--- src/rtl/vector_load_assembler.sv ---
// rtl/vector_load_assembler.sv - strided 4-lane vector gather into the vector register file
//
// Accepts one load request (base, stride, dest, mask). The block issues one
// memory read per enabled lane at base + lane*stride. It collects the in-order
// read responses into a lane buffer. It then drives a single one-cycle masked
// write of the buffer into the register file.
//
// Ports:
//   clk, rst_n            clock, asynchronous active-low reset
//   req_*                 load request handshake and fields (valid/ready)
//   mem_rd_*              memory read request channel (valid/ready, address)
//   mem_rsp_*             memory read response, in issue order, no backpressure
//   write_addr/vector/we  register-file write port, active only in WRITE
//   busy, done            status: not idle / one-cycle completion pulse

module vector_load_assembler #(
  parameter int LANES          = 4,
  parameter int DATA_WIDTH     = 32,
  parameter int REG_ADDR_WIDTH = 5
) (
  input  logic                      clk,
  input  logic                      rst_n,
  input  logic                      req_valid,
  output logic                      req_ready,
  input  logic [31:0]               req_base,
  input  logic [31:0]               req_stride,
  input  logic [REG_ADDR_WIDTH-1:0] req_dest,
  input  logic [LANES-1:0]          req_mask,
  output logic                      mem_rd_valid,
  input  logic                      mem_rd_ready,
  output logic [31:0]               mem_rd_addr,
  input  logic                      mem_rsp_valid,
  input  logic [DATA_WIDTH-1:0]     mem_rsp_data,
  output logic [REG_ADDR_WIDTH-1:0] write_addr,
  output logic [DATA_WIDTH-1:0]     write_vector [LANES],
  output logic [LANES-1:0]          we,
  output logic                      busy,
  output logic                      done
);

  localparam int LW = $clog2(LANES);

  typedef enum logic [1:0] {
    S_IDLE  = 2'd0,
    S_ISSUE = 2'd1,
    S_WAIT  = 2'd2,
    S_WRITE = 2'd3
  } state_t;

  state_t                      r_state;
  state_t                      w_state_nxt;

  logic [31:0]                 r_base;
  logic [31:0]                 r_stride;
  logic [REG_ADDR_WIDTH-1:0]   r_dest;
  logic [LANES-1:0]            r_mask;
  logic [LW-1:0]               r_issue_lane;
  logic [LW-1:0]               r_rsp_lane;
  logic [31:0]                 r_rd_addr;
  logic [DATA_WIDTH-1:0]       r_lanes [LANES];

  // Lowest enabled lane above cur (or at cur when incl is set).
  // The MSB of the result flags that such a lane exists.
  function automatic logic [LW:0] next_lane(input logic [LANES-1:0] mask,
                                            input logic [LW-1:0]    cur,
                                            input logic             incl);
    logic [LW:0] res;
    res = '0;
    for (int i = LANES - 1; i >= 0; i--) begin
      if (mask[i] && ((i > int'(cur)) || (incl && (i == int'(cur))))) begin
        res = {1'b1, LW'(i)};
      end
    end
    return res;
  endfunction

  logic [LW:0] w_first;
  logic [LW:0] w_issue_nxt;
  logic [LW:0] w_rsp_nxt;
  logic        w_accept;
  logic        w_issue_fire;
  logic        w_issue_last;
  logic        w_rsp_take;
  logic        w_rsp_last;

  assign w_first      = next_lane(req_mask, '0, 1'b1);
  assign w_issue_nxt  = next_lane(r_mask, r_issue_lane, 1'b0);
  assign w_rsp_nxt    = next_lane(r_mask, r_rsp_lane, 1'b0);
  assign w_accept     = req_valid && (r_state == S_IDLE);
  assign w_issue_fire = (r_state == S_ISSUE) && mem_rd_ready;
  assign w_issue_last = w_issue_fire && !w_issue_nxt[LW];
  // Responses are only meaningful while a gather is outstanding; anything
  // seen in IDLE or WRITE is dropped so the lane buffer can never overrun.
  assign w_rsp_take   = mem_rsp_valid && ((r_state == S_ISSUE) || (r_state == S_WAIT));
  assign w_rsp_last   = w_rsp_take && !w_rsp_nxt[LW];

  always_ff @(posedge clk or negedge rst_n) begin
    if (!rst_n) begin
      r_state <= S_IDLE;
    end else begin
      r_state <= w_state_nxt;
    end
  end

  always_comb begin
    w_state_nxt = r_state;
    case (r_state)
      S_IDLE: begin
        if (w_accept) begin
          w_state_nxt = (req_mask != '0) ? S_ISSUE : S_WRITE;
        end
      end
      S_ISSUE: begin
        // A zero-latency response to the last issue completes the gather
        // in the same cycle, so the response check takes priority.
        if (w_rsp_last) begin
          w_state_nxt = S_WRITE;
        end else if (w_issue_last) begin
          w_state_nxt = S_WAIT;
        end
      end
      S_WAIT: begin
        if (w_rsp_last) begin
          w_state_nxt = S_WRITE;
        end
      end
      S_WRITE: begin
        w_state_nxt = S_IDLE;
      end
      default: begin
        w_state_nxt = S_IDLE;
      end
    endcase
  end

  // Issue and response lane pointers walk only the enabled lanes. They start
  // at the first set mask bit so no cycle is spent on disabled lanes.
  always_ff @(posedge clk or negedge rst_n) begin
    if (!rst_n) begin
      r_base       <= '0;
      r_stride     <= '0;
      r_dest       <= '0;
      r_mask       <= '0;
      r_issue_lane <= '0;
      r_rsp_lane   <= '0;
      r_rd_addr    <= '0;
      for (int i = 0; i < LANES; i++) begin
        r_lanes[i] <= '0;
      end
    end else begin
      if (w_accept) begin
        r_base       <= req_base;
        r_stride     <= req_stride;
        r_dest       <= req_dest;
        r_mask       <= req_mask;
        r_issue_lane <= w_first[LW-1:0];
        r_rsp_lane   <= w_first[LW-1:0];
        r_rd_addr    <= req_base + (32'(w_first[LW-1:0]) * req_stride);
        for (int i = 0; i < LANES; i++) begin
          r_lanes[i] <= '0;
        end
      end
      if (w_issue_fire && w_issue_nxt[LW]) begin
        r_issue_lane <= w_issue_nxt[LW-1:0];
        r_rd_addr    <= r_base + (32'(w_issue_nxt[LW-1:0]) * r_stride);
      end
      if (w_rsp_take) begin
        r_lanes[r_rsp_lane] <= mem_rsp_data;
        if (w_rsp_nxt[LW]) begin
          r_rsp_lane <= w_rsp_nxt[LW-1:0];
        end
      end
    end
  end

  // All outputs are decoded from registered state only.
  assign req_ready    = (r_state == S_IDLE);
  assign busy         = (r_state != S_IDLE);
  assign done         = (r_state == S_WRITE);
  assign mem_rd_valid = (r_state == S_ISSUE);
  assign mem_rd_addr  = (r_state == S_ISSUE) ? r_rd_addr : '0;
  assign we           = (r_state == S_WRITE) ? r_mask : '0;
  assign write_addr   = (r_state == S_WRITE) ? r_dest : '0;

  always_comb begin
    for (int i = 0; i < LANES; i++) begin
      write_vector[i] = '0;
      if ((r_state == S_WRITE) && r_mask[i]) begin
        write_vector[i] = r_lanes[i];
      end
    end
  end

endmodule
--- config.mk ---
export PLATFORM = sky130hd
export DESIGN_NAME = vector_load_assembler
export DESIGN_NICKNAME = d
export VERILOG_FILES = /design/src/rtl/vector_load_assembler.sv
export SDC_FILE = /design/constraint.sdc
export NUM_CORES = 1
export LEC_CHECK = 0
export ABC_AREA = 1
export CAP_MARGIN = 20
export CORE_ASPECT_RATIO = 0.75
export CORE_MARGIN = 4
export CORE_UTILIZATION = 55
export DETAILED_ROUTE_END_ITERATION = 7
export PLACE_DENSITY = 0.82
export SLEW_MARGIN = 20
export SYNTH_ARGS = -nofsm -noshare
export SYNTH_HDL_FRONTEND = slang
export SYNTH_SLANG_ARGS = --single-unit
--- constraint.sdc ---
create_clock -name clk -period 4.15 [get_ports clk]
set_clock_uncertainty 0.15 [all_clocks]
set_input_delay 0.415 -clock clk [delete_from_list [all_inputs] [get_ports clk]]
set_output_delay 0.415 -clock clk [all_outputs]
set_load 0.03 [all_outputs]
# After elaboration in Yosys (flattened, before gate mapping)
# Cells that the tools add are included.
[totals]
register_bits = 239
input_bits = 110
output_inout_bits = 173
elab_cells = 91
[classes]
addsub = 2
n_mul = 2
n_lt_le_gt_ge = 8
eq_ne = 6
n_mux = 35
bitwise_logic = 1
n_reduce_logical = 25
[ops]
columns = ["op", "n"]
rows = [
  ["2-to-1 mux 128 bit", 2],
  ["2-to-1 mux 32 bit", 8],
  ["bitwise mux 128 bit", 1],
  ["adder 32 bit", 2],
  ["demux 32 bit (select 2 bit)", 1],
  ["multiplier 2 x 32 -> 32 bit", 2],
  ["2-to-1 mux 2 bit", 14],
  ["2-to-1 mux 3 bit", 6],
  ["logical AND 1 bit", 17],
  ["> comparator 2 bit (first input constant)", 4],
  ["one-hot mux 2 bit (4 select lines)", 1],
  ["2-to-1 mux 5 bit", 1],
  ["== test 2 bit (second input constant)", 2],
  ["> comparator 1 x 2 -> 1 bit (first input constant)", 2],
  ["2-to-1 mux 4 bit", 1],
  ["nonzero test 2 bit", 2],
  ["nonzero test 4 bit", 1],
  [">= comparator 3 bit (second input constant)", 1],
  ["less-than comparator 3 x 1 -> 1 bit (second input constant)", 1],
  ["inequality test 3 x 1 -> 1 bit (second input constant)", 1],
  ["inverter 2 -> 3 bit", 1],
  ["AND reduction 3 bit", 1],
  ["== test 2 x 1 -> 1 bit (second input constant)", 1],
  ["zero test 1 bit", 2],
  ["4 further kinds", 4],
]

# Depth between registers and ports, before layout
[depth]
ltp_word = 10
mapped_depth = 25
ltp_nobuf = 24

# Worst setup path after synthesis
# OpenSTA, ideal clock, no wires.
[synth_path]
kind = "flip-flop to flip-flop"
startpoint = "reg r_mask[2]"
endpoint = "reg r_rd_addr[29]"
setup_ns = 0.117
t_arrival_ns = 3.110
slack_ns = 0.773
path_stages_with_launch = 23
cell_sequence = "dfrtp_1 > nand2_1 > nand3_1 > nand2_1 > clkbuf_1 > nand2_1 > fa_1 > inv_1 > ha_1 > inv_1 > fa_1 > inv_1 > nand3_1 > nand3_1 > nand2_1 > nand3_1 > nand2_1 > nand2_1 > nand2_1 > nand3_1 > nand2_1 > nand2_1 > nand2_1"
[synth_between]
elab_chain_len = 6
word_cells_on_any_way = 8
classes_between = "add/sub (1); mul (1); mux (3); reduce/logical (3)"
[synth_rtl]
columns = ["item", "line", "text"]
rows = [
  ["start: declaration", "56", "logic [LANES-1:0] r_mask;"],
  ["start signal: assignment", "155", "r_mask <= req_mask;"],
  ["logical AND 1 bit (*)", "70", "if (mask[i] && ((i > int'(cur)) || (incl && (i == int'(cur))))) begin"],
  ["2-to-1 mux 3 bit (*) (2 in a row)", "70", ""],
  ["multiplier 2 x 32 -> 32 bit", "165", "r_rd_addr <= r_base + (32'(w_issue_nxt[LW-1:0]) * r_stride);"],
  ["adder 32 bit", "165", ""],
  ["2-to-1 mux 32 bit", "163", "if (w_issue_fire && w_issue_nxt[LW]) begin"],
  ["end signal: assignment", "158", "r_rd_addr <= req_base + (32'(w_first[LW-1:0]) * req_stride);"],
  ["end signal: assignment", "165", ""],
  ["end: declaration", "59", "logic [31:0] r_rd_addr;"],
]
# Every way passes the cells marked *; elsewhere a longest branch is shown, timed or not.
# A chain may end at the register's enable or synchronous reset.

# Worst setup path after layout
[layout_path]
startpoint = "reg r_mask[2]"
endpoint = "reg r_rd_addr[24]"
# The elaborated chain is that of the path after synthesis.

==> metrics <==
status finished clean; GRT Util Overall between 30% and 40%; sequential-to-total area share from yosys stat 33.9%; clk sink count ~240; Reg clk slew, reported paths around 0.060 ns; Max Cap Viol 0; Final min period 3.87 ns; final worst path period share about 93%; starting density of the core between 50% and 60%; RSZ-0062 raised after global routing no; hpwl dp 45600 µm; Final Hold Fails 0; largest net degree at the start of global routing approximately 240; launch point of the worst reg-to-reg path r_mask[2]$_DFFE_PN0P_; Die Wd 215 µm; ys flop type dfrtp_1; Hold Path Class in2reg; Worst VDD drop 0.371 mV; async set-reset flop share out of synthesis between 90% and 100%; worst rel slew slack about a third; fin util 69.0%; count of cell types in the netlist 40; critical path required time approximately 4.4 ns; Post-Synthesis Cells 2662; Final #Nets around 3100; Seq cells post-synth roughly 240; FMAX roughly 260 MHz; Least-Margin Pin Slew 1.02 ns; CP startpoint kind flop; area of the multi-input gates ~9100 µm²; CTS tree built; Fillers around 2700; Final Setup Violations 0; die area ~35000 µm²; final wirelength 60100 µm; layout cells sized above 1 ~3.6%; EDFF count, synth 0; I/O pin total between 200 and 300; most common cell after layout, fill and taps aside nand2_1; Post-route DRC 0; via count between 15000 and 20000; Slew Limit Fails 0; vias in the first global route ~18000; commonest non-fill, non-tap cells in the layout nand2_1 (789), inv_1 (584), clkdlybuf4s50_1 (281); R2R cell count 19; CP Data Arrival Time between 4 and 5 ns; mapped cell area roughly 18000 µm²; Clock Latency Late Sink between 0.5 and 0.6 ns; CP peak stage delay around 0.51 ns; register area about 6000 µm²; gpl congestion 1.01; CTS buffer count 25; syn_nets just under 3000; crit end category flop; PD cells 651 nW/µm²; critical path fanouts, max 28; WL per Instance ~18 µm; port bufs ~280; initial antenna violation count 5; area growth from synthesis to layout 23.0%; total gr overflow 0; Routed Antenna Nets 0; Synth warnings 0; Critical Path Sink r_rd_addr[24]$_DFFE_PN0P_; Post-CTS Setup Bufs 0; slowest cell on the critical path fa_1; number of cell rows 56; leakage power around 0.012 µW; Bufs on Longest Clock Path 3; initial DRC count between 1500 and 2000; most frequent CP cell nand2_1; Synth Area per Inst roughly 6.6 µm²; global-route wire length before repair 94500 µm; CORE AREA 31500 µm²; Die Height roughly 160 µm; Via density roughly 5.4; Worst Setup SP r_mask[2]$_DFFE_PN0P_; crit-path cells nand2_1 > nand3_1 > nand2_2 > buf_12 > nand2_1 > fa_1 > inv_1 > ha_1 > nand2_1 > nor2_1 > inv_1 > nor3_1 > nand3_1 > nand3_1 > nand2_1 > nand3_1 > nand2_1 > nand2_1 > nand2_1; Reg2Reg Setup Slack between 0.2 and 0.3 ns; critical path type reg2reg; setup_tns 0 ns; worst r2r dst r_rd_addr[24]$_DFFE_PN0P_; number of H-tree levels 1; Root Buffer clkbuf_16; drt first pass iters 8
worst max-delay path, delay by kind of cell (launching register included):
kind,cells,cell delay [ns]
fa+ha+maj,2,0.94
flops,1,0.42
simple gates,14,1.87
buf+inv,3,0.33
cells by family after synthesis:
| family | synth area share (%) |
|---|---|
| AND/OR/NAND/NOR | 30.7 |
| adder cells (fa/ha/maj) | 11.7 |
| XOR/XNOR | 0.446 |
| buffers and inverters | 14.8 |
| flip-flops | 33.9 |
| AO/OA/AOI/OAI | 8.37 |
| multiplexers | 0.0567 |
registers in the layout, summed over array words and instances, names as in the netlist:
name,count
r_dest,5
r_base,32
r_state,2
r_mask,4
r_rsp_lane,2
r_lanes,128
r_stride,32
r_issue_lane,2
r_rd_addr,32
cells in the mapped netlist, drive strengths merged (17+ instances only):
master	count	area (µm²)
nand2	796	3000
inv	589	2210
dfrtp	239	5980
nand3	235	1190
nor2	235	902
o21ai	191	956
clkbuf	79	297
ha	66	826
fa	62	1240
a21oi	59	295
nand4	18	113
buf	17	113
power by group:
group,switching [µW],total [µW],leakage (µW),internal [µW]
clock,973,2100,0.000359,1130
sequential,535,3710,0.00308,3180
combinational,5600,8310,0.00815,2710
routing by layer:
layer  vias to the layer above  global-route usage [%]  routed length [µm]  share of wire [%]
met5                         -                       0                  40              0.067
met4                         6                    9.51                1760                2.9
met3                       110                    8.22                6750                 11
met2                       868                    48.8               24300                 41
met1                      8585                    50.9               27200                 45
li1                       8534                       -                   -                  -
worst min path at each step:
| stage | start | to | depth (start not counted) |
|---|---|---|---|
| after floorplan | rst_n | r_base[0]$_DFFE_PN0P_ | 0 |
| after global placement | r_rd_addr[19]$_DFFE_PN0P_ | r_rd_addr[19]$_DFFE_PN0P_ | 2 |
| after detailed placement | r_rd_addr[16]$_DFFE_PN0P_ | r_rd_addr[16]$_DFFE_PN0P_ | 2 |
| after CTS | req_dest[2] | r_dest[2]$_DFFE_PN0P_ | 3 |
| after global routing | req_dest[0] | r_dest[0]$_DFFE_PN0P_ | 3 |
| final | req_dest[2] | r_dest[2]$_DFFE_PN0P_ | 3 |
area by class of cell:
| class | count | share of cell area, % |
|---|---|---|
| multi-input cells | 1738 | 42.0 |
| flip-flops and latches | 239 | 27.5 |
| repair buffers | 316 | 14.6 |
| inverters | 589 | 10.2 |
| clock buffers | 32 | 3.05 |
| well taps | 406 | 2.34 |
| clock inverters | 10 | 0.311 |
| diodes | 3 | 0.0346 |
what timing repair did:
| item | 4_1_cts | 5_1_grt |
|---|---|---|
| resized for setup | 0 | 8 |
| setup endpoints to repair | 0 | 11 |
| hold endpoints to repair | 95 | 0 |
| hold buffers | 1 | 0 |
per-stage QoR:
stage               std cells  total power (µW)  area (µm²)  hold slack [ns]  setup slack [ns]
floorplan                2662              9180       17700          -0.0306             0.773
global placement         3287             11500       20900            0.313             0.114
detailed placement       3287             11800       20900            0.318            0.0956
CTS                      3330             14000       21700            0.239             0.224
global route             3332             15300       21700            0.267           0.00615
finish                   3333             14100       21700            0.253             0.283
(Power assumes the default switching activity.)
